**src/rtl/dm_arb_pkg.sv**
```systemverilog
// Shared types and constants for the data-memory SRAM arbiter slice.
package dm_arb_pkg;

    localparam int DM_PORTS   = 2;
    localparam int DM_DATA_W  = 32;
    localparam int DM_ADDR_W  = 32;

    // Arbitration policies understood by rr_arb2
    localparam int PRIO_RR    = 0;
    localparam int PRIO_FIXED = 1;

    // One requester's command as seen after port selection
    typedef struct packed {
        logic                   write;
        logic [DM_ADDR_W-1:0]   addr;
        logic [DM_DATA_W/8-1:0] wstrb;
        logic [DM_DATA_W-1:0]   wdata;
    } req_t;

    // Expand byte enables into the macro's active-low per-bit write mask
    function automatic logic [DM_DATA_W-1:0] strbToBweb(input logic [DM_DATA_W/8-1:0] strb);
        logic [DM_DATA_W-1:0] mask;
        mask = '1;
        for (int k = 0; k < DM_DATA_W/8; k++) begin
            mask[8*k +: 8] = {8{~strb[k]}};
        end
        return mask;
    endfunction

endpackage

```
**src/rtl/rr_arb2.sv**
```systemverilog
// Two-way arbiter: round-robin on ties, or fixed priority with port 0 on top.
module rr_arb2
    import dm_arb_pkg::*;
#(
    parameter int PRIO_MODE = PRIO_RR
)
(
    input  logic       clk,
    input  logic       rst,
    input  logic [1:0] i_elig,
    output logic [1:0] o_grant
);

    // 1 = port 1 was granted most recently, so port 0 wins the next tie
    logic r_last_p1;

    // Pick at most one eligible port; only a two-way tie consults the pointer
    always_comb begin
        o_grant = '0;
        if (PRIO_MODE == PRIO_FIXED) begin
            if (i_elig[0]) begin
                o_grant = 2'b01;
            end else if (i_elig[1]) begin
                o_grant = 2'b10;
            end
        end else begin
            case (i_elig)
                2'b01:   o_grant = 2'b01;
                2'b10:   o_grant = 2'b10;
                2'b11:   o_grant = r_last_p1 ? 2'b01 : 2'b10;
                default: o_grant = '0;
            endcase
        end
    end

    // Remember the last winner; idle cycles leave the pointer untouched
    always_ff @(posedge clk or negedge rst) begin
        if (!rst) begin
            r_last_p1 <= 1'b1;
        end else if (|o_grant) begin
            r_last_p1 <= o_grant[1];
        end
    end

endmodule

```
**src/rtl/dm_sram_arbiter.sv**
```systemverilog
// Two-port arbiter/sequencer in front of the data-memory SRAM macro.
// Drives the macro strobes for the granted port and buffers read data per port
// so requesters never observe the raw macro output after its valid cycle.
module dm_sram_arbiter
    import dm_arb_pkg::*;
#(
    parameter int DATA_W    = DM_DATA_W,
    parameter int SRAM_AW   = 14,
    parameter int PRIO_MODE = PRIO_RR
)
(
    input  logic                                  clk,
    input  logic                                  rst,
    input  logic [DM_PORTS-1:0]                   req_valid,
    output logic [DM_PORTS-1:0]                   req_ready,
    input  logic [DM_PORTS-1:0]                   req_write,
    input  logic [DM_PORTS-1:0][DM_ADDR_W-1:0]    req_addr,
    input  logic [DM_PORTS-1:0][DATA_W/8-1:0]     req_wstrb,
    input  logic [DM_PORTS-1:0][DATA_W-1:0]       req_wdata,
    output logic [DM_PORTS-1:0]                   rsp_valid,
    input  logic [DM_PORTS-1:0]                   rsp_ready,
    output logic [DM_PORTS-1:0][DATA_W-1:0]       rsp_rdata,
    output logic                                  sram_ceb,
    output logic                                  sram_web,
    output logic [DATA_W-1:0]                     sram_bweb,
    output logic [SRAM_AW-1:0]                    sram_a,
    output logic [DATA_W-1:0]                     sram_di,
    input  logic [DATA_W-1:0]                     sram_do
);

    logic [DM_PORTS-1:0]             w_elig;
    logic [DM_PORTS-1:0]             w_grant;
    logic [DM_PORTS-1:0]             w_rd_issue;
    logic                            w_gidx;
    req_t                            w_sel;
    logic                            w_unused;

    logic [DM_PORTS-1:0]             r_rsp_valid;
    logic [DM_PORTS-1:0]             r_fresh;
    logic [DM_PORTS-1:0][DATA_W-1:0] r_hold;

    // A port may compete unless it still owes an unaccepted response; reset masks everyone
    always_comb begin
        for (int i = 0; i < DM_PORTS; i++) begin
            w_elig[i] = rst && req_valid[i] && !(r_rsp_valid[i] && !rsp_ready[i]);
        end
    end

    rr_arb2 #(
        .PRIO_MODE (PRIO_MODE)
    ) u_arb (
        .clk     (clk),
        .rst     (rst),
        .i_elig  (w_elig),
        .o_grant (w_grant)
    );

    assign w_gidx = w_grant[1];
    assign w_sel  = '{write: req_write[w_gidx], addr: req_addr[w_gidx],
                      wstrb: req_wstrb[w_gidx], wdata: req_wdata[w_gidx]};

    // Byte-offset and upper address bits never reach the word-addressed macro
    assign w_unused = ^{w_sel.addr[DM_ADDR_W-1:SRAM_AW+2], w_sel.addr[1:0]};

    // Steer the granted request onto the macro pins; idle pins park at read/disabled/zero
    always_comb begin
        req_ready = w_grant;
        sram_ceb  = 1'b1;
        sram_web  = 1'b1;
        sram_bweb = '1;
        sram_a    = '0;
        sram_di   = '0;
        if (|w_grant) begin
            sram_ceb = 1'b0;
            sram_a   = w_sel.addr[SRAM_AW+1:2];
            if (w_sel.write) begin
                sram_web  = 1'b0;
                sram_bweb = strbToBweb(w_sel.wstrb);
                sram_di   = w_sel.wdata;
            end
        end
    end

    assign w_rd_issue = w_grant & {DM_PORTS{~w_sel.write}};

    // Track outstanding responses and capture macro data during its one valid cycle
    always_ff @(posedge clk or negedge rst) begin
        if (!rst) begin
            r_rsp_valid <= '0;
            r_fresh     <= '0;
            r_hold      <= '0;
        end else begin
            for (int i = 0; i < DM_PORTS; i++) begin
                r_fresh[i] <= w_rd_issue[i];
                if (w_rd_issue[i]) begin
                    r_rsp_valid[i] <= 1'b1;
                end else if (r_rsp_valid[i] && rsp_ready[i]) begin
                    r_rsp_valid[i] <= 1'b0;
                end
                if (r_fresh[i]) begin
                    r_hold[i] <= sram_do;
                end
            end
        end
    end

    // Present live macro data in the return cycle, the held copy afterwards
    always_comb begin
        for (int i = 0; i < DM_PORTS; i++) begin
            rsp_rdata[i] = r_fresh[i] ? sram_do : r_hold[i];
        end
    end

    assign rsp_valid = r_rsp_valid;

endmodule

```
**config.mk**
```make
export PLATFORM = sky130hd
export DESIGN_NAME = dm_sram_arbiter
export DESIGN_NICKNAME = d
export VERILOG_FILES = /design/src/rtl/dm_arb_pkg.sv /design/src/rtl/rr_arb2.sv /design/src/rtl/dm_sram_arbiter.sv
export SDC_FILE = /design/constraint.sdc
export NUM_CORES = 1
export LEC_CHECK = 0
export CAP_MARGIN = 20
export CORE_AREA = 2 2 124 126
export DETAILED_ROUTE_END_ITERATION = 8
export DIE_AREA = 0 0 126 128
export PLACE_DENSITY = 0.73
export SLEW_MARGIN = 10
export SYNTH_ARGS = -nofsm -noshare
export SYNTH_HDL_FRONTEND = slang
export SYNTH_SLANG_ARGS = --single-unit
```
**constraint.sdc**
```tcl
create_clock -name clk -period 2.7 [get_ports clk]
set_input_delay 0.54 -clock clk [delete_from_list [all_inputs] [get_ports clk]]
set_output_delay 0.54 -clock clk [all_outputs]
set_load 0.02 [all_outputs]
```
== Word-level counts from Yosys, hierarchy flattened ==
Cells that the tools add are included.

* Register bits after elaboration: 69
* Input bits: 176
* Output and inout bits: 148
* Logic and storage cells: 55

* Order comparisons: 1
* Equality and inequality tests: 3
* Muxes and demuxes: 24
* Bitwise logic cells: 6
* Reduce and logical (&&, ||, !) cells: 15

{| class="wikitable"
|+ Operators with widths
! kind !! count
|-
| two-way mux 32 bit || 8
|-
| two-way mux 16 bit || 2
|-
| two-way mux 14 bit || 1
|-
| two-way mux 1 bit || 9
|-
| logical AND 1 bit || 8
|-
| two-way mux 4 bit || 2
|-
| one-hot mux 2 bit (3 select lines) || 1
|-
| NOT 1 bit || 5
|-
| == test 2 bit (second input constant) || 2
|-
| zero test 1 bit || 4
|-
| nonzero test 2 bit || 2
|-
| bitwise AND 2 bit || 1
|-
| == test 2 x 1 -> 1 bit (second input constant) || 1
|-
| less-than comparator 1 x 2 -> 1 bit (second input constant) || 1
|-
| two-way mux 2 bit || 1
|-
| OR reduction 2 bit || 1
|}

== Depth between registers and ports, before layout ==
Gate-level depths: netlist of the first run.

* Depth in word-level cells: 11
* Depth in mapped cells: 7
* Depth with buffers taken out: 5

== Modules after synthesis ==
Synthesis of the first run repeated with hierarchy kept, for this count alone.

* Cells, all modules: 294
* Area, all modules: 3567.2 sq um

{| class="wikitable"
|+ By module, submodules not included
! module !! instances !! cells an instance !! area an instance (sq um)
|-
| dm_sram_arbiter || 1 || 288 || 3513.4
|-
| rr_arb2 || 1 || 6 || 53.8
|}

== Worst setup path after synthesis of the first run ==
Ideal clock, no wire load.

* Kind: input to output
* From: input rsp_ready[1]
* To: output sram_bweb[10]
* Arrival: 1.876 ns
* Required time: 2.160 ns
* Setup slack: 0.284 ns
* Stages: 5
* Cells stage by stage: nand2b_1 -> o2bb2ai_2 -> a32oi_4 -> a21o_1 -> buf_4

* Longest elaborated chain between the ends: 11

{| class="wikitable"
|+ Ends and longest elaborated chain
! element !! RTL line !! source
|-
| start, declared || dm_sram_arbiter.sv:21 || <nowiki>input logic [DM_PORTS-1:0] rsp_ready,</nowiki>
|-
| zero test 1 bit (*) || dm_sram_arbiter.sv:45 || <nowiki>w_elig[i] = rst && req_valid[i] && !(r_rsp_valid[i] && !rsp_ready[i]);</nowiki>
|-
| logical AND 1 bit (*) || dm_sram_arbiter.sv:45 ||
|-
| zero test 1 bit (*) || dm_sram_arbiter.sv:45 ||
|-
| logical AND 1 bit (*) || dm_sram_arbiter.sv:45 ||
|-
| == test 2 bit or == test 2 x 1 -> 1 bit (tied branches) || rr_arb2.sv:27 || <nowiki>case (i_elig)</nowiki>
|-
| one-hot mux 2 bit (3 select lines) (*) || rr_arb2.sv:27 ||
|-
| two-way mux 4 bit (not written as such) (2 in series) || dm_sram_arbiter.sv:60 || <nowiki>wstrb: req_wstrb[w_gidx], wdata: req_wdata[w_gidx]};</nowiki>
|-
| NOT 1 bit || dm_arb_pkg.sv:25 || <nowiki>mask[8*k +: 8] = {8{~strb[k]}};</nowiki>
|-
| two-way mux 32 bit || dm_sram_arbiter.sv:76 || <nowiki>if (w_sel.write) begin</nowiki>
|-
| two-way mux 32 bit (*) || dm_sram_arbiter.sv:73 || <nowiki>if (|w_grant) begin</nowiki>
|-
| end, declared || dm_sram_arbiter.sv:25 || <nowiki>output logic [DATA_W-1:0] sram_bweb,</nowiki>
|}

Every way passes the cells marked *; elsewhere a longest branch is shown, timed or not. The select of a mux whose other input is x is not followed.

== Final worst setup path of the first run ==
* From: input req_valid[0]
* To: output sram_di[29]

* Longest elaborated chain between the ends: 8

{| class="wikitable"
|+ Ends and longest elaborated chain
! element !! RTL line !! source
|-
| start, declared || dm_sram_arbiter.sv:14 || <nowiki>input logic [DM_PORTS-1:0] req_valid,</nowiki>
|-
| logical AND 1 bit (*) (2 in series) || dm_sram_arbiter.sv:45 ||
|-
| == test 2 bit or == test 2 x 1 -> 1 bit (tied branches) || rr_arb2.sv:27 ||
|-
| one-hot mux 2 bit (3 select lines) (*) || rr_arb2.sv:27 ||
|-
| two-way mux 32 bit (not written as such) or two-way mux 1 bit (tied branches) (2 in series) || dm_sram_arbiter.sv:60, dm_sram_arbiter.sv:59 ||
|-
| two-way mux 32 bit || dm_sram_arbiter.sv:76 ||
|-
| two-way mux 32 bit (*) || dm_sram_arbiter.sv:73 ||
|-
| end, declared || dm_sram_arbiter.sv:27 || <nowiki>output logic [DATA_W-1:0] sram_di,</nowiki>
|}

Marked as above.

==> results of run 1 <==
==> worst max-delay path: stages <==
cell and delay [ns]:
sky130_fd_sc_hd__dlygate4sd2_1 0.29, sky130_fd_sc_hd__nand2_2 0.13, sky130_fd_sc_hd__or3b_4 0.41, sky130_fd_sc_hd__a32oi_4 0.23, sky130_fd_sc_hd__buf_6 0.20, sky130_fd_sc_hd__buf_12 0.13, sky130_fd_sc_hd__buf_8 0.11, sky130_fd_sc_hd__a21oi_4 0.04
sky130_fd_sc_hd__buf_6 0.14
==> cell usage after synthesis (all sizes together) <==
master   instances  area (um2)
a21o             4        30.0
a21oi           36         214
a22o            10        87.6
a32oi            1        27.5
and2             1        7.51
and3             1        6.26
buf             40         285
clkbuf          10        37.5
dfrtp           68        1700
dfstp            1        26.3
inv              2        7.50
mux2            64         721
nand2           75         282
nand2b           1        6.26
nand3            4        20.0
nor2             2        7.51
nor2b            1        13.8
nor3             1        5.00
o211ai           1        21.3
o21ai            7        35.0
o2bb2ai          1        15.0
or2              1        6.26
or3b             1        11.3
==> logic make-up (layout without fill, tap and decap cells) <==
logic type,after synthesis,in the layout,synth area share (%)
compound gates,60,60,12.0
buf+inv,52,358,9.24
flops,69,69,48.3
mux,64,64,20.2
simple gates,88,88,10.2
==> sequential cells by signal, indices dropped and copies added (netlist names) <==
register,count
u_arb.r_last_p1,1
r_fresh,2
rsp_valid,2
r_hold,64
==> through the flow <==
step	setup slack, ns	hold WS, ns	power (uW)
after global routing	-0.122	0.505	5030
after CTS	-0.0945	0.498	4850
after floorplan	0.284	0.244	2400
after detailed placement	-0.905	0.486	3510
after global placement	-0.869	0.480	3470
final	-0.0727	0.483	4810
==> final cells by class <==
type	instances	share of cell area, %
multi-input combinational	212	23.3
clock inverter	6	1.22
clock buffer	9	3.09
sequential	69	23.7
inverter	2	0.172
tap	188	3.23
timing repair buffer	341	45.3
==> layer usage <==
layer  wire, um  global-route usage [%]  vias up
met2       8190                    33.3      226
li1           -                       -     1702
met3       1300                    6.22       43
met5          0                       0        -
met1       5780                    20.1     1819
met4        917                    12.3        0
==> power groups by stage <==
stage	combinational [uW]	clock, uW	sequential, uW
after floorplan	1040	0	1360
after global placement	2100	0	1370
after detailed placement	2120	0	1390
after CTS	2200	1280	1370
after global routing	2320	1320	1390
final	2200	1240	1370
==> worst paths after layout <==
check,startpoint,to,slack (ns),cells past startpoint
setup / recovery,req_valid[0],sram_di[29],-0.07,9
hold / removal,rst,r_hold[28],0.48,2
setup reg to reg,u_arb.r_last_p1,rsp_valid[0],0.92,8
hold reg to reg,r_hold[35],r_hold[35],0.49,1
max in group asynchronous,rst,r_hold[50],1.63,2
min in group clk,r_hold[35],r_hold[35],0.49,1
==> repair_timing <==
| action | 4_1_cts | 5_1_grt |
|---|---|---|
| buffers inserted | 15 | 5 |
| hold endpoints to repair | 0 | 0 |
| pin swaps | 7 | 7 |
| gates resized for setup | 331 | 37 |
| setup endpoints to repair | 82 | 79 |
| cloned | 3 | 0 |
==> summary.json, run 1 <==
{
  "synth": {
    "proportion_of_synthesized_chip_area_in_sequential_cells_pct": 48.3,
    "synth_area_per_cell_um2": 10.7,
    "syn_area_um2": 3570,
    "yosysWarnings": 0,
    "synth.lib_cells_used.distinct": 29,
    "mappedNetlistNets": 509,
    "synth_cells": 333,
    "total_of_flip_flops_plus_latches_after_synthesis": 69
  },
  "sta": {
    "clock-skew-final_ns": 0.00618,
    "setup_viol_count_final": 35,
    "final_max_slew_viol_count": 0,
    "slew_worst_pin_ns": 0.876,
    "clock.fmax_ghz": 0.361,
    "rsz0062_at_grt": "yes",
    "timing.final.hold_violations": 0,
    "finalWorstSetupSlack_ns": -0.0727,
    "finalSetupTns_ns": -1.55,
    "post-route-period-util_pct": 103,
    "finalCriticalPeriod_ns": 2.77,
    "slew_headroom_pct": 41.6
  },
  "power": {
    "internal_power_uw": 3230,
    "seq_power_share_pct": 28.4,
    "combinational_cell_fraction_of_total_power_pct": 45.8,
    "switching_share_pct": 32.8,
    "power.ir.vdd_worst_mv": 0.274,
    "total_leakage_power_uw": 0.00309,
    "cellPowerDensity_nw_per_um2": 660,
    "p_switching_uw": 1580,
    "clock_power_share_pct": 25.7
  },
  "finish": {
    "final_util_pct": 49.0,
    "share_of_post_route_cells_with_drive_strength_above_1_pct": 40.1,
    "diodes": 0,
    "fill_cells": 1336,
    "area.growth.synth_to_final_pct": 104,
    "area.sequential_um2": 1730,
    "layout.cells.most_common": "sky130_fd_sc_hd__clkdlybuf4s50_1",
    "finish.cell_count_without_fillers": 827,
    "stdcell_area_um2": 7290,
    "multi_input_combinational_cell_area_um2": 1700,
    "finalNetCount": 811,
    "mostFrequentLayoutCells": "sky130_fd_sc_hd__clkdlybuf4s50_1, sky130_fd_sc_hd__nand2_1, sky130_fd_sc_hd__dfrtp_1"
  },
  "clock_network": {
    "cts_root_buffer": "sky130_fd_sc_hd__clkbuf_16",
    "clock_latency_ns": 0.33,
    "cts_max_level": 3,
    "cts_made_buffers": 9,
    "cts.sink_count": 69,
    "clk_pin_slew_ns": 0.06,
    "cts-hold-fix-buffers": 0,
    "tritoncts": "built",
    "ctsLongestPathBuffers": 2
  },
  "status": {
    "status": "finished, violations left",
    "violations": "setup timing"
  },
  "detailed_routing": {
    "viasPerCell": 4.58,
    "vias": 3790,
    "dr.first_iter.drc_count": 126,
    "avgRoutedWirePerCell_um": 19.6,
    "drc": 0,
    "route.final.wire_length_mm": 16.2,
    "final_antenna_net_count": 0,
    "drt_pass1_iterations": 4
  },
  "critical_path": {
    "arrival_ns": 2.23,
    "critPathRequiredTime_ns": 2.16,
    "worstSetupPathType": "primary input to primary output",
    "start_kind": "primary input",
    "critical_path_peak_fanout": 6,
    "setup.worst_path.end_class": "primary output"
  },
  "global_route": {
    "grt_pass1_wl_mm": 23.2,
    "global_route.usage.total_pct": 19.2,
    "grt_antenna_before_repair": 0,
    "number_of_global_route_vias_before_repair": 3978,
    "grt_start_max_net_pins": 70,
    "globalRouteOverflowTotal": 0
  },
  "floorplanning": {
    "io-pin-count": 324,
    "fp.coreArea_um2": 14900,
    "die_w_um": 126,
    "floorplan.initialDensity_pct": 24.0,
    "floorplan.die.height_um": 128,
    "floorplan.die_area_um2": 16100,
    "core.rowCount": 45
  },
  "placed_design": {
    "detailed_place.area_um2": 6630,
    "io_buffer_count": 287,
    "hpwlAfterDp_mm": 12.8,
    "globalplace.congestion": 1.16,
    "dpl.cell_count": 791
  },
  "job": {
    "drv_cap": 0
  },
  "min_path": {
    "worst_hold_path_type": "primary input to asynchronous set/reset pin"
  }
}
Note: power is estimated with default switching activity, not from simulation.
==> inputs of run 2 (changes only) <==
--- a/config.mk
+++ b/config.mk
@@ -7,6 +7,7 @@
 export LEC_CHECK = 0
 export CAP_MARGIN = 20
 export CORE_AREA = 2 2 124 126
+export CTS_CLUSTER_DIAMETER = 30
 export DETAILED_ROUTE_END_ITERATION = 8
 export DIE_AREA = 0 0 126 128
 export PLACE_DENSITY = 0.73
==> results of run 2 <==
No change in the layout: final DEF, timing and power equal those of run 1.
==> inputs of run 3 (changes only) <==
--- a/config.mk
+++ b/config.mk
@@ -10,7 +10,8 @@
 export CTS_CLUSTER_DIAMETER = 30
 export DETAILED_ROUTE_END_ITERATION = 8
 export DIE_AREA = 0 0 126 128
-export PLACE_DENSITY = 0.73
+export PLACE_DENSITY = 0.71
+export RECOVER_POWER = 25
 export SLEW_MARGIN = 10
 export SYNTH_ARGS = -nofsm -noshare
 export SYNTH_HDL_FRONTEND = slang
==> run 3 against run 2 <==
Compared with the run above:
- count of clock-buffer cells in the layout increased by 1
- critical path depth fell by 2
- clock skew shrank 0.00059 ns
- non-clock buffer count shrank 11
- die area unchanged
- maximum frequency grew 2.6%
- largest power group unchanged
- largest cell class unchanged
- core utilization down 0.95 points
- the run ends with capacitance limit, slew limit, setup timing left
- total power rose by 0.78%
- register-to-register slack better by 0.04 ns
- critical path type is now flop to primary output
- sequential share of layout area grew 0.47 points
==> summary.json, run 3 (synthesis results as in run 1) <==
{
  "clock_network": {
    "ctsLongestPathBuffers": {"value": 2, "change": "unchanged"},
    "clock_latency": {"value": 0.32, "unit": "ns", "change": "about the same"},
    "cts.sink_count": {"value": 69, "change": "unchanged"},
    "cts_root_buffer": "sky130_fd_sc_hd__clkbuf_16",
    "cts_made_buffers": {"value": 9, "change": "unchanged"},
    "cts_max_level": {"value": 3, "change": "unchanged"},
    "tritoncts": "built",
    "clk_pin_slew": {"value": 0.06, "unit": "ns", "change": "about the same"}
  },
  "critical_path": {
    "arrival": {"value": 2.16, "unit": "ns", "change": "-0.07 ns"},
    "critical_path_peak_fanout": {"value": 8, "change": "+2"},
    "start_kind": "flop",
    "critPathRequiredTime": {"value": 2.16, "unit": "ns", "change": "about the same"},
    "setup.worst_path.end_class": "primary output",
    "worstSetupPathType": "flop to primary output"
  },
  "sta": {
    "clock-skew-final": {"value": 0.00559, "unit": "ns", "change": "-0.000590 ns"},
    "final_max_slew_viol_count": {"value": 70, "change": "+70"},
    "finalWorstSetupSlack": {"value": -0.00318, "unit": "ns", "change": "+0.0696 ns"},
    "rsz0062_at_grt": "yes",
    "post-route-period-util": {"value": 100, "unit": "%", "change": "-2.6 points"},
    "timing.final.hold_violations": {"value": 0, "change": "unchanged"},
    "clock.fmax": {"value": 0.370, "unit": "GHz", "change": "+2.6%"},
    "slew_headroom": {"value": -12.7, "unit": "%", "change": "-54 points"},
    "finalCriticalPeriod": {"value": 2.70, "unit": "ns", "change": "-0.0696 ns"},
    "setup_viol_count_final": {"value": 4, "change": "-89%"},
    "slew_worst_pin": {"value": 1.69, "unit": "ns", "change": "+0.814 ns"}
  },
  "floorplanning": {
    "io-pin-count": {"value": 324, "change": "unchanged"},
    "floorplan.die_area": {"value": 16100, "unit": "um2", "change": "unchanged"},
    "fp.coreArea": {"value": 14900, "unit": "um2", "change": "unchanged"},
    "floorplan.initialDensity": {"value": 24.0, "unit": "%", "change": "unchanged"},
    "die_w": {"value": 126, "unit": "um", "change": "unchanged"},
    "floorplan.die.height": {"value": 128, "unit": "um", "change": "unchanged"},
    "core.rowCount": {"value": 45, "change": "unchanged"}
  },
  "finish": {
    "area.sequential": {"value": 1730, "unit": "um2", "change": "unchanged"},
    "fill_cells": {"value": 1360, "change": "+1.8%"},
    "largest_reg_by_ff_count": "r_hold",
    "finalNetCount": {"value": 801, "change": "-1.2%"},
    "mostFrequentLayoutCells": "sky130_fd_sc_hd__clkdlybuf4s50_1, sky130_fd_sc_hd__nand2_1, sky130_fd_sc_hd__dfrtp_1",
    "share_of_post_route_cells_with_drive_strength_above_1": {"value": 37.0, "unit": "%", "change": "-3.1 points"},
    "largest_register_ffs": {"value": 64, "change": "unchanged"},
    "layout.cells.most_common": "sky130_fd_sc_hd__clkdlybuf4s50_1",
    "multi_input_combinational_cell_area": {"value": 1670, "unit": "um2", "change": "-1.5%"},
    "area.growth.synth_to_final_pct": 99.9
  },
  "power": {
    "total_leakage_power": {"value": 0.00302, "unit": "uW", "change": "-2.4%"},
    "cellPowerDensity": {"value": 678, "unit": "nW/um2", "change": "+2.8%"},
    "power.ir.vdd_worst": {"value": 0.256, "unit": "mV", "change": "-6.3%"},
    "p_total": {"value": 4850, "unit": "uW", "change": "+0.78%"}
  },
  "placed_design": {
    "globalplace.congestion": {"value": 0.828, "change": "-28%"},
    "dp_slack": {"value": -0.585, "unit": "ns", "change": "+0.319 ns"},
    "io_buffer_count": {"value": 287, "change": "unchanged"},
    "hpwlAfterDp": {"value": 11.9, "unit": "mm", "change": "-7.4%"}
  },
  "detailed_routing": {
    "avgRoutedWirePerCell": {"value": 18.7, "unit": "um", "change": "-4.6%"},
    "drc": {"value": 0, "change": "unchanged"},
    "dr.first_iter.drc_count": {"value": 109, "change": "-13%"},
    "vias": {"value": 3623, "change": "-4.4%"},
    "final_antenna_net_count": {"value": 0, "change": "unchanged"},
    "viasPerCell": {"value": 4.42, "change": "-3.5%"},
    "route.final.wire_length": {"value": 15.3, "unit": "mm", "change": "-5.5%"},
    "drt_pass1_iterations": {"value": 4, "change": "unchanged"}
  },
  "global_route": {
    "global_route.usage.total": {"value": 18.1, "unit": "%", "change": "-1.1 points"},
    "number_of_global_route_vias_before_repair": {"value": 3910, "change": "-1.7%"},
    "grt_antenna_before_repair": {"value": 1, "change": "+1"},
    "grt_start_max_net_pins": {"value": 70, "change": "unchanged"},
    "grt_pass1_wl": {"value": 22.3, "unit": "mm", "change": "-3.8%"},
    "globalRouteOverflowTotal": {"value": 0, "change": "unchanged"}
  },
  "status": {
    "violations": "capacitance limit, slew limit, setup timing",
    "status": "finished, violations left"
  },
  "job": {
    "drv_cap": {"value": 1, "change": "+1"}
  },
  "min_path": {
    "worst_hold_path_type": "flop to flop"
  }
}
## run 3: cell type report
class	count	share of cell area, %
timing repair buffer	330	44.1
sequential	69	24.2
multi-input combinational	212	23.4
tap	188	3.29
clock buffer	10	3.20
clock inverter	6	1.56
inverter	2	0.140
timing repair inverter	1	0.105
antenna	1	0.0350
## run 3: final timing paths
path / startpoint / endpoint / slack (ns) / depth (start not counted)
worst max-delay path: u_arb.r_last_p1 / sram_di[31] / -0.003 / 7
worst min-delay path: r_hold[39] / r_hold[39] / 0.48 / 1
worst max register to register: u_arb.r_last_p1 / rsp_valid[0] / 0.96 / 7
min in group asynchronous: rst / rsp_valid[0] / 0.83 / 2
worst min register to register: r_hold[39] / r_hold[39] / 0.48 / 1
max in group asynchronous: rst / r_fresh[0] / 0.82 / 2
## run 3: routing by layer
metal	up-vias	track usage, %	part of all wire [%]
li1	1685	-	-
met1	1710	19.2	35
met2	197	32.0	52
met3	31	6.05	8.7
met4	0	9.31	4.5
met5	-	0	0
## run 3: critical path, stage by stage (launching register included)
cell	delay [ns]
sky130_fd_sc_hd__dfstp_2	0.55
sky130_fd_sc_hd__buf_6	0.10
sky130_fd_sc_hd__or3b_4	0.38
sky130_fd_sc_hd__a32oi_4	0.25
sky130_fd_sc_hd__buf_12	0.17
sky130_fd_sc_hd__clkbuf_16	0.16
sky130_fd_sc_hd__a21oi_1	0.05
sky130_fd_sc_hd__buf_4	0.16
## run 3: metrics by stage
step,util [%],instances,hold WS [ns],area [um2],setup TNS [ns]
after floorplan,-,333,0.244,3570,0
after global placement,44.3,785,0.479,6580,-38.95
after detailed placement,44.3,785,0.486,6580,-40.52
after CTS,46.5,815,0.488,6910,0
after global routing,48.1,818,0.507,7140,-1.12
final,48.1,819,0.481,7150,-0.00855
## run 3: what timing repair did
| action | CTS | global route |
|---|---|---|
| endpoints found under the hold margin | 0 | 0 |
| hold buffers | 0 | 0 |
| setup buffers | 12 | 1 |
| gates cloned | 3 | 3 |
| endpoints found under the setup margin | 82 | 72 |
| resized for setup | 313 | 68 |
| pin swaps | 7 | 3 |
## run 3: power breakdown
group | switching (uW) | internal (uW)
Sequential | 71.0 | 1300
Clock | 429 | 902
Combinational | 1050 | 1090
